<file path="src/rtl/rgb_wpack.sv">
// Packs WS2812b decoded-bit events into 32-bit G-R-B / stream-reset words for the RGBW output FIFO.
// Optional per-pixel index in [29:24] is enabled by defining RGB_WPACK_PIX_IDX_EN.
module rgb_wpack #(
  parameter bit SRST_ALWAYS = 1'b0
) (
  input  logic        clk,
  input  logic        rst,
  input  logic        in_strobe,
  input  logic        in_stream_reset,
  input  logic        in_sbit_value,
  input  logic        in_wr_fifo_full,
  output logic        out_wr_fifo_en,
  output logic [31:0] out_wr_fifo_data,
  output logic        out_overflow,
  output logic        out_frag_err
);

  typedef struct packed {
    logic        vld;
    logic        srst;
    logic [5:0]  idx;
    logic [23:0] pix;
  } word_t;

  localparam logic [0:0] ST_IDLE    = 1'b0;
  localparam logic [0:0] ST_COLLECT = 1'b1;

  logic        strobe_d;
  logic        ev, ev_bit, ev_srst;
  logic [0:0]  state;
  logic [4:0]  cnt;
  logic [22:0] shift;
  logic        seen_word;
  logic        word_done;
  logic [5:0]  idx;

  logic        pending;
  word_t       hold;
  logic        rel;
  logic        enq;
  word_t       enq_word;

  // Strobe lasts several clocks; only its rising edge is an event.
  always_comb begin
    ev        = in_strobe & ~strobe_d;
    ev_bit    = ev & ~in_stream_reset;
    ev_srst   = ev & in_stream_reset;
    word_done = ev_bit && (state == ST_COLLECT) && (cnt == 5'd23);
    rel       = pending & ~in_wr_fifo_full;
  end

  always_ff @(posedge clk or negedge rst) begin
    if (!rst) strobe_d <= 1'b0;
    else      strobe_d <= in_strobe;
  end

`ifdef RGB_WPACK_PIX_IDX_EN
  logic [5:0] pix_idx;

  always_ff @(posedge clk or negedge rst) begin
    if (!rst)           pix_idx <= '0;
    else if (ev_srst)   pix_idx <= '0;
    else if (word_done) pix_idx <= pix_idx + 6'd1;
  end

  assign idx = pix_idx;
`else
  assign idx = '0;
`endif

  always_comb begin
    enq      = 1'b0;
    enq_word = '0;
    if (word_done) begin
      enq          = 1'b1;
      enq_word.vld = 1'b1;
      enq_word.idx = idx;
      enq_word.pix = {shift, in_sbit_value};
    end else if (ev_srst && (seen_word || SRST_ALWAYS)) begin
      enq           = 1'b1;
      enq_word.vld  = 1'b1;
      enq_word.srst = 1'b1;
    end
  end

  // Bit collector: shift holds at most 23 pending bits; the 24th goes straight into the word.
  always_ff @(posedge clk or negedge rst) begin
    if (!rst) begin
      state        <= ST_IDLE;
      cnt          <= '0;
      shift        <= '0;
      seen_word    <= 1'b0;
      out_frag_err <= 1'b0;
    end else if (ev_srst) begin
      if (cnt != 5'd0) out_frag_err <= 1'b1;
      state     <= ST_IDLE;
      cnt       <= '0;
      shift     <= '0;
      seen_word <= 1'b0;
    end else if (ev_bit) begin
      shift <= {shift[21:0], in_sbit_value};
      case (state)
        ST_IDLE: begin
          cnt   <= 5'd1;
          state <= ST_COLLECT;
        end
        default: begin
          if (cnt == 5'd23) begin
            cnt       <= '0;
            state     <= ST_IDLE;
            seen_word <= 1'b1;
          end else begin
            cnt <= cnt + 5'd1;
          end
        end
      endcase
    end
  end

  // One-entry holding register; a release on the same edge frees the slot for the new word.
  always_ff @(posedge clk or negedge rst) begin
    if (!rst) begin
      pending          <= 1'b0;
      hold             <= '0;
      out_wr_fifo_en   <= 1'b0;
      out_wr_fifo_data <= '0;
      out_overflow     <= 1'b0;
    end else begin
      out_wr_fifo_en <= rel;
      if (rel) out_wr_fifo_data <= hold;
      if (enq && (!pending || rel)) begin
        hold    <= enq_word;
        pending <= 1'b1;
      end else if (rel) begin
        pending <= 1'b0;
      end
      if (enq && pending && !rel) out_overflow <= 1'b1;
    end
  end

endmodule

</file>
<file path="config.mk">
export PLATFORM = sky130hd
export DESIGN_NAME = rgb_wpack
export DESIGN_NICKNAME = d
export VERILOG_FILES = /design/src/rtl/rgb_wpack.sv
export SDC_FILE = /design/constraint.sdc
export NUM_CORES = 1
export LEC_CHECK = 0
export ABC_AREA = 1
export BUFFER_PORTS_ARGS = -buffer_cell sky130_fd_sc_hd__buf_2
export CAP_MARGIN = 5
export CORE_ASPECT_RATIO = 0.75
export CORE_UTILIZATION = 55
export CTS_CLUSTER_SIZE = 28
export DETAILED_ROUTE_END_ITERATION = 6
export HOLD_SLACK_MARGIN = 0.08
export PLACE_DENSITY_LB_ADDON = 0.05
export SYNTH_ARGS = -nofsm -noshare
export SYNTH_HDL_FRONTEND = slang
export SYNTH_SLANG_ARGS = --single-unit
</file>
<file path="constraint.sdc">
create_clock -name clk -period 4.2 [get_ports clk]
set_input_delay 0.63 -clock clk [delete_from_list [all_inputs] [get_ports clk]]
set_output_delay 0.63 -clock clk [all_outputs]
set_load 0.02 [all_outputs]
</file>
### Word level (Yosys, flattened, before mapping)

Index checks and enable logic that the tools add are counted.

| operators by class | value |
|---|---|
| reduce and logical (&&, ||, !) cells | 16 |
| eq/ne operators | 1 |
| bitwise operators | 7 |
| multipliers | 0 |
| multiplexer cells | 22 |
| order comparisons | 0 |
| $add $sub $neg | 1 |
| shifts and indexed selects | 0 |
| div/mod/pow operators | 0 |

Operators with widths:

| cell | number |
|---|---|
| $mux 23 | 2 |
| $mux 24 | 1 |
| $mux 5 | 4 |
| $mux 1 | 14 |
| $reduce_bool 2->1 | 4 |
| $logic_and 1x1->1 | 6 |
| $add 5x1->5 const B | 1 |
| $eq 5x5->1 const B | 1 |
| $reduce_bool 5->1 | 1 |
| $and 1x1->1 | 4 |
| $not 1->1 | 3 |
| $reduce_and 3->1 | 1 |
| $logic_not 1->1 | 2 |
| $mux 2 | 1 |
| $reduce_and 2->1 | 1 |
| $logic_or 1x1->1 | 1 |

| word-level totals | value |
|---|---|
| memories | 0 |
| bits in writable memories | 0 |
| bits in latches | 0 |
| logic and storage cells | 61 |
| output and inout port bits | 35 |
| register bits after elaboration | 99 |
| input bits | 6 |
| ROM bits | 0 |

### Longest topological paths before layout

Gate-level depths: netlist (run 1).

| depth | value |
|---|---|
| depth after elaboration | 8 |
| depth in mapped cells | 8 |
| gate-level depth less buffers | 7 |

### Least setup slack after synthesis (run 1)

OpenSTA, ideal clock, no wires.

| timing path | value |
|---|---|
| path kind | input to register |
| start | input port in_wr_fifo_full |
| end | register out_wr_fifo_data[10] |
| data required time | 4.083 ns |
| arrival time | 1.405 ns |
| slack | 2.678 ns |
| cell stages on the path | 5 |
| buffers on the path | 1 |
| cells stage by stage | nor2_2 > clkinv_1 > clkbuf_1 > nand2_1 > nand2_1 |

| between the ends | value |
|---|---|
| longest elaborated chain between the ends | 2 |

RTL lines:

| element | line | RTL |
|---|---|---|
| from (decl) | 11 | `input logic in_wr_fifo_full,` |
| $not 1->1 | 49 | `rel = pending & ~in_wr_fifo_full;` |
| $and 1x1->1 | 49 |  |
| to (signal assigned) | 130 | `if (rel) out_wr_fifo_data <= hold;` |
| to (decl) | 13 | `output logic [31:0] out_wr_fifo_data,` |

Every way passes these cells.
A chain may end at the register's enable or synchronous reset.

### Worst setup path in the final report (run 1)

| timing path | value |
|---|---|
| start | input port in_strobe |
| end | register shift[4] |

| between the ends | value |
|---|---|
| longest elaborated chain between the ends | 3 |
| elaborated cells between the ends (all ways) | 5 |
| classes of those cells | mux: 1; bitwise: 3; reduce/logical: 1 |

RTL lines:

| element | line | RTL |
|---|---|---|
| from (decl) | 8 | `input logic in_strobe,` |
| $and 1x1->1 (*) | 45 | `ev = in_strobe & ~strobe_d;` |
| $and 1x1->1, on equally long branches | 47, 46 |  |
| $mux 23 or $reduce_bool 2->1 (tied branches) | -- |  |
| to (signal assigned) | 101 | `shift <= {shift[21:0], in_sbit_value};` |
| to (decl) | 32 | `logic [22:0] shift;` |

Mark *: on every way between the ends. The rest lies on a longest branch, timed or not.

==> flow_summary_export.csv, run 1 <==
group,metric,value,unit
outcome,outcome,"finished, final reports clean",
setup_path,regToRegStartpoint,"strobe_d",
yosys,synthArstFlopShare,100,%
place,post-dp-hpwl,4090,µm
clock_tree,clk-insertion-delay-late,0.35,ns
setup_path,reg2reg_setup_slack,1.85,ns
clock_tree,path_clk_slew,0.08,ns
timing,drv_slew,0,
yosys,syn_area_per_cell,9.18,µm²
clock_tree,cts_buffers,9,
setup_path,path_cells,"buf_2 > nand2_1 > clkinv_1 > nand2_1 > o22ai_1",
timing,fin_skew,0.00922,ns
min_path,hp-class,"primary input to flop",
timing,finalCriticalPeriod,2.37,ns
route,wl_per_cell,13.0,µm
route,first_iter_violations,200,
cells_and_area,multi_input_area,1120,µm²
setup_path,crit_path_end_kind,"flop",
clock_tree,h-tree-depth,3,
yosys,seq_area_frac_synth,61.0,%
cells_and_area,ff_latch_area,2180,µm²
place,gp_congestion,0.721,
clock_tree,ctsLongestPathBuffers,2,
cells_and_area,nFillCells,533,
setup_path,crit_arrival,2.56,ns
global_route,track_usage,21.7,%
timing,hold_violations,0,
setup_path,critPathLaunchType,"primary input",
min_path,holdPathEnd,"strobe_d",
floorplan,die_h,71.8,µm
power,peakVddDrop,0.200,mV
setup_path,crit_start,"in_strobe",
floorplan,fp.dieArea,6820,µm²
clock_tree,cts-hold-fix-buffers,0,
flow_run,cap_violations,0,
route,vias_per_cell,4.97,
setup_path,r2r_end,"shift[4]",
yosys,synth_top_area_share,61.0,%
cells_and_area,finalNonFillerCells,504,
timing,timing.hold.ws,0.414,ns
setup_path,worst_r2r_path_depth,5,
global_route,grt_first_pass_wirelength,11100,µm
yosys,yosys_warnings,0,
route,ant_nets,0,
timing,rsz0062_at_grt,"no",
global_route,grt_max_degree,88,
route,route.detailed.drc,0,
min_path,min_from,"in_strobe",
timing,fin_crit_sh,56.5,%
place,port_buffers,34,
yosys,yosys_register_bits,87,
setup_path,slowest_stage,"nand2_1",
yosys,synth_cells,389,
place,place_ws,1.53,ns
cells_and_area,area.growth.synth_to_final,10.9,%
setup_path,cp_data_required_time,4.38,ns
clock_tree,clkSinkCount,87,
min_path,hold_depth,1,
power,p_per_area,399,nW/µm²
floorplan,row_count,25,
clock_tree,cts-resized-gates,0,
timing,post-route-worst-setup-slack,1.83,ns
yosys,syn_area,3570,µm²
setup_path,critPathMaxStageDelay,0.89,ns
route,num_vias,2505,
cells_and_area,drive_gt1_share,14.4,%
setup_path,crit_top_cell,"nand2_1",
floorplan,num_io_pins,41,
global_route,antenna_found_initial,0,
yosys,yosys.area.top_type,"dfrtp_1",
clock_tree,cts_setup_buffers,0,
yosys,ys_top_cells_by_area,"dfrtp_1 (61%), nand2_1 (14%), inv_1 (4.1%), o22ai_1 (4.0%), nand3_1 (3.9%)",
setup_path,crit_fanout,28,
yosys,synthDistinctLibCells,28,
setup_path,worstSetupPathType,"primary input to flop",
place,dpl.cell_count,488,
cells_and_area,insertedDiodeCount,0,
timing,setup_violations,0,
floorplan,start_util,56.8,%
clock_tree,cts_tree,"done",
route,first_pass_iters,4,
yosys,synth_ff_type,"dfrtp_1",
global_route,grt-ovfl-total,0,
timing,worst_pin_slew,1.06,ns
timing,setup_tns,0,ns
route,routed_wl,6560,µm
timing,max_freq,421,MHz
yosys,synth_edf_count,0,
clock_tree,cts-root-buf,"clkbuf_8",
yosys,yosysMostFrequentCell,"nand2_1",
floorplan,core_region_area,6290,µm²
power,p_leak,2.14,nW
cells_and_area,fin_nets,426,
global_route,grt_pass1_vias,2322,
timing,slew_headroom,29.6,%
floorplan,die_width,95.0,µm
yosys,synth_top_cells_by_count,"nand2_1 (136), dfrtp_1 (87), inv_1 (39)",
[worst max-delay path by stage]
stage	to	depth (start not counted)	slack, ns
after floorplan	out_wr_fifo_data[10]	5	2.68
after global placement	cnt[0]	5	1.58
after CTS	shift[4]	5	1.90
final	shift[4]	5	1.83
after detailed placement	shift[4]	5	1.53
after global routing	shift[4]	5	1.62
[sequential cells by signal (all words and copies together), names as in the netlist]
signal            flops
pending               1
out_wr_fifo_data     26
cnt                   5
hold                 26
strobe_d              1
out_frag_err          1
out_overflow          1
state                 1
out_wr_fifo_en        1
shift                23
seen_word             1
[per-layer routing]
layer / GRT usage [%] / up-vias / share of wire, %
met3: 7.01 / 7 / 4.3
met1: 31.5 / 1164 / 53
li1: - / 1275 / -
met2: 31.6 / 59 / 41
met5: 0 / - / 0
met4: 5.56 / 0 / 1.2
[layout by cell type (no fill, tap or decap), types with 2 or more instances in the layout]
cell       instances
xor2_1             2
nand2_1          136
ha_1               2
o21ai_0            6
o22ai_1           23
nor2_4             2
inv_1             39
bufinv_16          2
clkinv_1           2
nand4_1            3
nor2_1            23
dfrtp_1           87
clkinv_2           2
buf_2             33
nor2_2             2
nand3_1           28
nand3_2            2
buf_4              2
clkbuf_8           9
conb_1             6
[worst max-delay path: cells and delay by family]
kind / cells / cell delay, ns
simple gates: 2 / 1.03
compound gates: 1 / 0.16
buf+inv: 2 / 0.73
[stage by stage]
stage / utilization [%] / instance area (µm²) / power (mW)
global placement: 59.5 / 3740 / 0.964
detailed placement: 59.5 / 3740 / 0.967
floorplan: - / 3590 / 0.934
global route: 63.0 / 3960 / 1.65
finish: 63.0 / 3960 / 1.58
CTS: 63.0 / 3960 / 1.60
[where the power goes]
part | switching (mW) | internal [mW]
registers | 0.0107 | 0.855
clock network | 0.295 | 0.336
logic | 0.0609 | 0.0229
total | 0.367 | 1.21
[logic make-up (layout without fill, tap and decap cells)]
| kind of cell | Yosys count | count (layout) | share of synthesized area, % |
|---|---|---|---|
| flops | 87 | 87 | 61.0 |
| xor+xnor | 2 | 2 | 0.491 |
| other cells | 1 | 6 | 0.105 |
| buf+inv | 64 | 93 | 8.09 |
| simple gates | 199 | 199 | 23.7 |
| fa+ha+maj | 2 | 2 | 0.701 |
| compound gates | 34 | 34 | 5.96 |
[area by class of cell]
| type | count | area share (%) |
|---|---|---|
| multi-input cells | 243 | 28.4 |
| inverters | 42 | 3.98 |
| clock inverters | 7 | 2.40 |
| clock buffers | 9 | 3.13 |
| repair buffers | 35 | 4.55 |
| flip-flops and latches | 87 | 55.0 |
| well taps | 81 | 2.56 |
No activity file was read; power rests on OpenSTA's default activity.
==> run 2: changes to the inputs <==
- clock period: 4.2 -> 2.4 ns (I/O delays scaled with it)
==> flow_summary_export.csv, run 2 (synthesis gave the netlist of run 1 again) <==
group,metric,value,unit
timing,rsz0062_at_grt,"no",
timing,post-route-worst-setup-slack,0.582,ns
timing,setup_violations,0,
cells_and_area,layout_commonest_cell,"nand2_1",
setup_path,critPathLaunchType,"flop",
flow_run,cap_violations,0,
clock_tree,h-tree-depth,3,
place,place_area,3770,µm²
cells_and_area,final_cell_mix,"nand2_1 (136), dfrtp_1 (87), inv_1 (39), buf_2 (33), nand3_1 (28)",
global_route,grt_pass1_vias,2166,
setup_path,crit_fanout,26,
cells_and_area,fin_nets,430,
setup_path,crit_buf_inv,0,
route,num_vias,2492,
floorplan,num_io_pins,41,
route,ant_nets,0,
floorplan,die_h,71.8,µm
timing,max_freq,550,MHz
floorplan,row_count,25,
setup_path,crit_top_cell,"nand2_1",
setup_path,crit_arrival,2.11,ns
place,port_buffers,34,
timing,setup_tns,0,ns
floorplan,fp.dieArea,6820,µm²
power,peakVddDrop,0.329,mV
timing,worst_pin_slew,0.784,ns
global_route,track_usage,21.2,%
place,post-dp-hpwl,4200,µm
clock_tree,cts_buffers,9,
cells_and_area,largestRegisters,"hold: 26 flops, out_wr_fifo_data: 26 flops, shift: 23 flops",
timing,slew_headroom,47.6,%
route,vias_per_cell,4.91,
setup_path,crit_family,"simple AND/OR/NAND/NOR gates",
place,place_ws,0.586,ns
setup_path,path_cells,"ha_1 > nand3_2 > nor2_4 > nand3_4 > nand2_4 > nand2_1 > nand2_1",
clock_tree,clk-insertion-delay-late,0.35,ns
timing,drv_slew,0,
setup_path,crit_path_end_kind,"flop",
route,route.detailed.drc,0,
min_path,hp-class,"primary input to flop",
clock_tree,path_clk_slew,0.08,ns
route,routed_wl,6570,µm
global_route,grt_first_pass_wirelength,10700,µm
cells_and_area,drive_gt1_share,15.0,%
cells_and_area,insertedDiodeCount,0,
clock_tree,cts_tree,"done",
global_route,grt_max_degree,88,
floorplan,start_util,56.8,%
power,p_leak,2.16,nW
setup_path,cp_data_required_time,2.69,ns
cells_and_area,fin_area,3990,µm²
clock_tree,cts-resized-gates,0,
setup_path,worstSetupPathType,"flop to flop",
clock_tree,ctsLongestPathBuffers,2,
timing,fin_skew,0.00653,ns
power,p_per_area,675,nW/µm²
floorplan,core_region_area,6290,µm²
cells_and_area,area.growth.synth_to_final,11.8,%
place,dpl.cell_count,491,
cells_and_area,finalNonFillerCells,508,
timing,fin_crit_sh,75.7,%
route,wl_per_cell,12.9,µm
place,gp_congestion,0.856,
floorplan,die_width,95.0,µm
clock_tree,cts-root-buf,"clkbuf_8",
timing,hold_violations,0,
setup_path,slowest_stage,"dfrtp_1",
clock_tree,cts_setup_buffers,0,
route,first_pass_iters,4,
timing,finalCriticalPeriod,1.82,ns
global_route,grt-ovfl-total,0,
clock_tree,clkSinkCount,87,
power,p_total,2.70,mW
outcome,outcome,"finished, final reports clean",
route,first_iter_violations,190,
setup_path,critPathMaxStageDelay,0.41,ns
global_route,antenna_found_initial,0,
[run 2: stage by stage]
step	utilization [%]	hold WS, ns
2_1_floorplan	-	0.0644
3_3_place_gp	60.0	0.434
3_5_place_dp	60.0	0.437
4_1_cts	63.5	0.124
5_1_grt	63.5	0.126
6_report	63.5	0.138
[run 2: repair_timing]
| action | 4_1_cts | 5_1_grt |
|---|---|---|
| endpoints found under the hold margin | 87 | 0 |
| hold buffers | 1 | 0 |
| setup endpoints to repair | 0 | 0 |
[run 2: area by class of cell]
type	count	area [µm²]
Clock inverter	6	68.8
Clock buffer	10	138
Inverter	42	158
Multi-Input combinational cell	243	1120
Tap cell	81	101
Fill cell	559	2300
Timing Repair Buffer	39	225
Sequential cell	87	2180
[run 2: worst paths after layout]
kind	from	to	slack (ns)	cells past startpoint
worst min-delay path	in_strobe	strobe_d	0.14	1
worst min register to register	out_frag_err	out_frag_err	0.46	1
worst max register to register	cnt[0]	hold[8]	0.58	7
worst max-delay path	cnt[0]	hold[8]	0.58	7
min in group asynchronous	rst	out_wr_fifo_data[2]	0.57	3
max in group asynchronous	rst	out_wr_fifo_data[16]	1.46	3
[run 2: worst register-to-register path, cell delays in order (launching register included)]
cell and delay (ns):
dfrtp_1 0.41, ha_1 0.27, nand3_2 0.13, nor2_4 0.16, nand3_4 0.28, nand2_4 0.33, nand2_1 0.11, nand2_1 0.07
[run 2: power by group]
group          internal (mW)  switching (mW)  total [mW]  leakage, nW
registers               1.50          0.0166        1.51         1.18
logic                 0.0450           0.107       0.152        0.871
clock network          0.514           0.517        1.03        0.103
[run 2: routing by layer]
metal  part of all wire [%]  up-vias  track usage (%)
met3                    4.3        6             7.32
met2                     40       50             26.4
met4                   0.99        0             6.73
met1                     54     1151             34.0
li1                       -     1285                -
met5                      0        -                0
==> run 3: changes to the inputs <==
- CORE_UTILIZATION: 55 -> 52
- clock period: 2.4 -> 1.58 ns (I/O delays scaled with it)
==> flow_summary_export.csv, run 3 (synthesis gave the netlist of run 1 again) <==
group,metric,value,unit
floorplan,die_h,73.8,µm
power,p_leak,2.22,nW
global_route,grt_pass1_vias,2287,
global_route,gr-usage-met1,35.0,%
setup_path,crit_fanout,25,
cells_and_area,nFillCells,541,
floorplan,fp.dieArea,7210,µm²
clock_tree,ctsLongestPathBuffers,2,
power,p_total,3.98,mW
route,first_pass_iters,7,
global_route,grt_max_degree,41,
route,ant_nets,0,
route,num_vias,2575,
outcome,outcome,"finished, violations left",
setup_path,cp_data_required_time,1.83,ns
floorplan,row_count,25,
place,place_ws,-0.00152,ns
clock_tree,clk-insertion-delay-late,0.36,ns
timing,fin_skew,0.00965,ns
global_route,busiest_layer,"met1",
cells_and_area,layout_commonest_cell,"nand2_1",
cells_and_area,drive_gt1_share,17.7,%
min_path,hp-class,"primary input to flop",
global_route,antenna_found_initial,0,
clock_tree,h-tree-depth,3,
setup_path,crit_arrival,1.79,ns
cells_and_area,largestRegisters,"hold: 26 flops, out_wr_fifo_data: 26 flops, shift: 23 flops",
cells_and_area,area.growth.synth_to_final,15.6,%
cells_and_area,fin_nets,444,
outcome,violations,"design-rule violations",
route,routed_wl,6940,µm
place,post-dp-hpwl,4540,µm
cells_and_area,finalNonFillerCells,522,
timing,rsz0062_at_grt,"yes",
global_route,met3_usage,5.90,%
clock_tree,clkSinkCount,87,
floorplan,core_region_area,6470,µm²
route,vias_per_cell,4.93,
flow_run,cap_violations,0,
timing,finalCriticalPeriod,1.54,ns
timing,max_freq,651,MHz
global_route,gr-usage-met2,26.2,%
clock_tree,path_clk_slew,0.09,ns
power,p_per_area,965,nW/µm²
cells_and_area,final_cell_mix,"nand2_1 (136), dfrtp_1 (87), inv_1 (39), buf_2 (33), nand3_1 (28)",
timing,post-route-worst-setup-slack,0.0428,ns
timing,drv_slew,0,
timing,hold_violations,0,
clock_tree,cts_tree,"done",
cells_and_area,insertedDiodeCount,0,
floorplan,num_io_pins,41,
setup_path,crit_path_end_kind,"flop",
power,peakVddDrop,0.746,mV
route,route.detailed.drc,14,
route,wl_per_cell,13.3,µm
route,first_iter_violations,161,
setup_path,critPathLaunchType,"primary input",
timing,fin_crit_sh,97.3,%
floorplan,start_util,55.1,%
timing,setup_tns,0,ns
timing,setup_violations,0,
clock_tree,cts-root-buf,"clkbuf_8",
clock_tree,cts_buffers,9,
global_route,grt-ovfl-total,0,
place,dpl.cell_count,499,
place,port_buffers,34,
place,gp_congestion,0.757,
setup_path,worstSetupPathType,"primary input to flop",
global_route,track_usage,21.2,%
floorplan,die_width,97.7,µm
global_route,grt_first_pass_wirelength,11700,µm
run 3: per-layer routing:
layer / vias up / routed length (µm)
met5: - / 0
li1: 1302 / -
met1: 1219 / 3760
met3: 8 / 271
met2: 46 / 2830
met4: 0 / 82
run 3: final cells by class:
class                           instances  area, µm²  area share, %
Sequential cell                        87       2180           52.8
Clock buffer                            9        124           3.00
Inverter                               42        158           3.82
Timing Repair Buffer                   53        349           8.46
Multi-Input combinational cell        243       1160           28.1
Clock inverter                          7       56.3           1.36
Tap cell                               81        101           2.46
run 3: critical path: stages:
cell	delay, ns
dlygate4sd3_1	0.54
buf_2	0.12
nand3_1	0.14
nor2_4	0.26
nand3_4	0.15
buf_12	0.19
nand3_1	0.08
nand2_1	0.05
run 3: per-stage QoR:
step | instance area (µm²) | hold slack (ns) | util, %
after floorplan | 3590 | -0.0586 | -
after global placement | 3830 | 0.169 | 59.2
after detailed placement | 3830 | 0.169 | 59.2
after CTS | 4040 | 0.131 | 62.4
after global routing | 4130 | 0.157 | 63.7
final | 4130 | 0.149 | 63.7
run 3: timing repair:
item                       in CTS  in global routing
hold buffers                    2                  0
setup endpoints to repair      10                 27
gates resized for setup         1                  9
buffers inserted                0                  5
pin swaps                       0                  3
hold endpoints to repair       25                  0
run 3: power breakdown:
part	switching, mW	internal, mW
logic	0.175	0.0902
clock network	0.834	0.587
registers	0.0245	2.27
run 3: worst paths after layout:
| check | startpoint | endpoint | slack, ns | depth (start not counted) |
|---|---|---|---|---|
| worst max-delay path | in_strobe | hold[10] | 0.04 | 8 |
| worst min-delay path | in_sbit_value | shift[0] | 0.15 | 3 |
| worst max register to register | cnt[1] | hold[10] | 0.05 | 7 |
| worst min register to register | out_frag_err | out_frag_err | 0.46 | 1 |
| max in group asynchronous | rst | shift[7] | 0.73 | 3 |
| min in group asynchronous | rst | out_wr_fifo_data[2] | 0.32 | 2 |
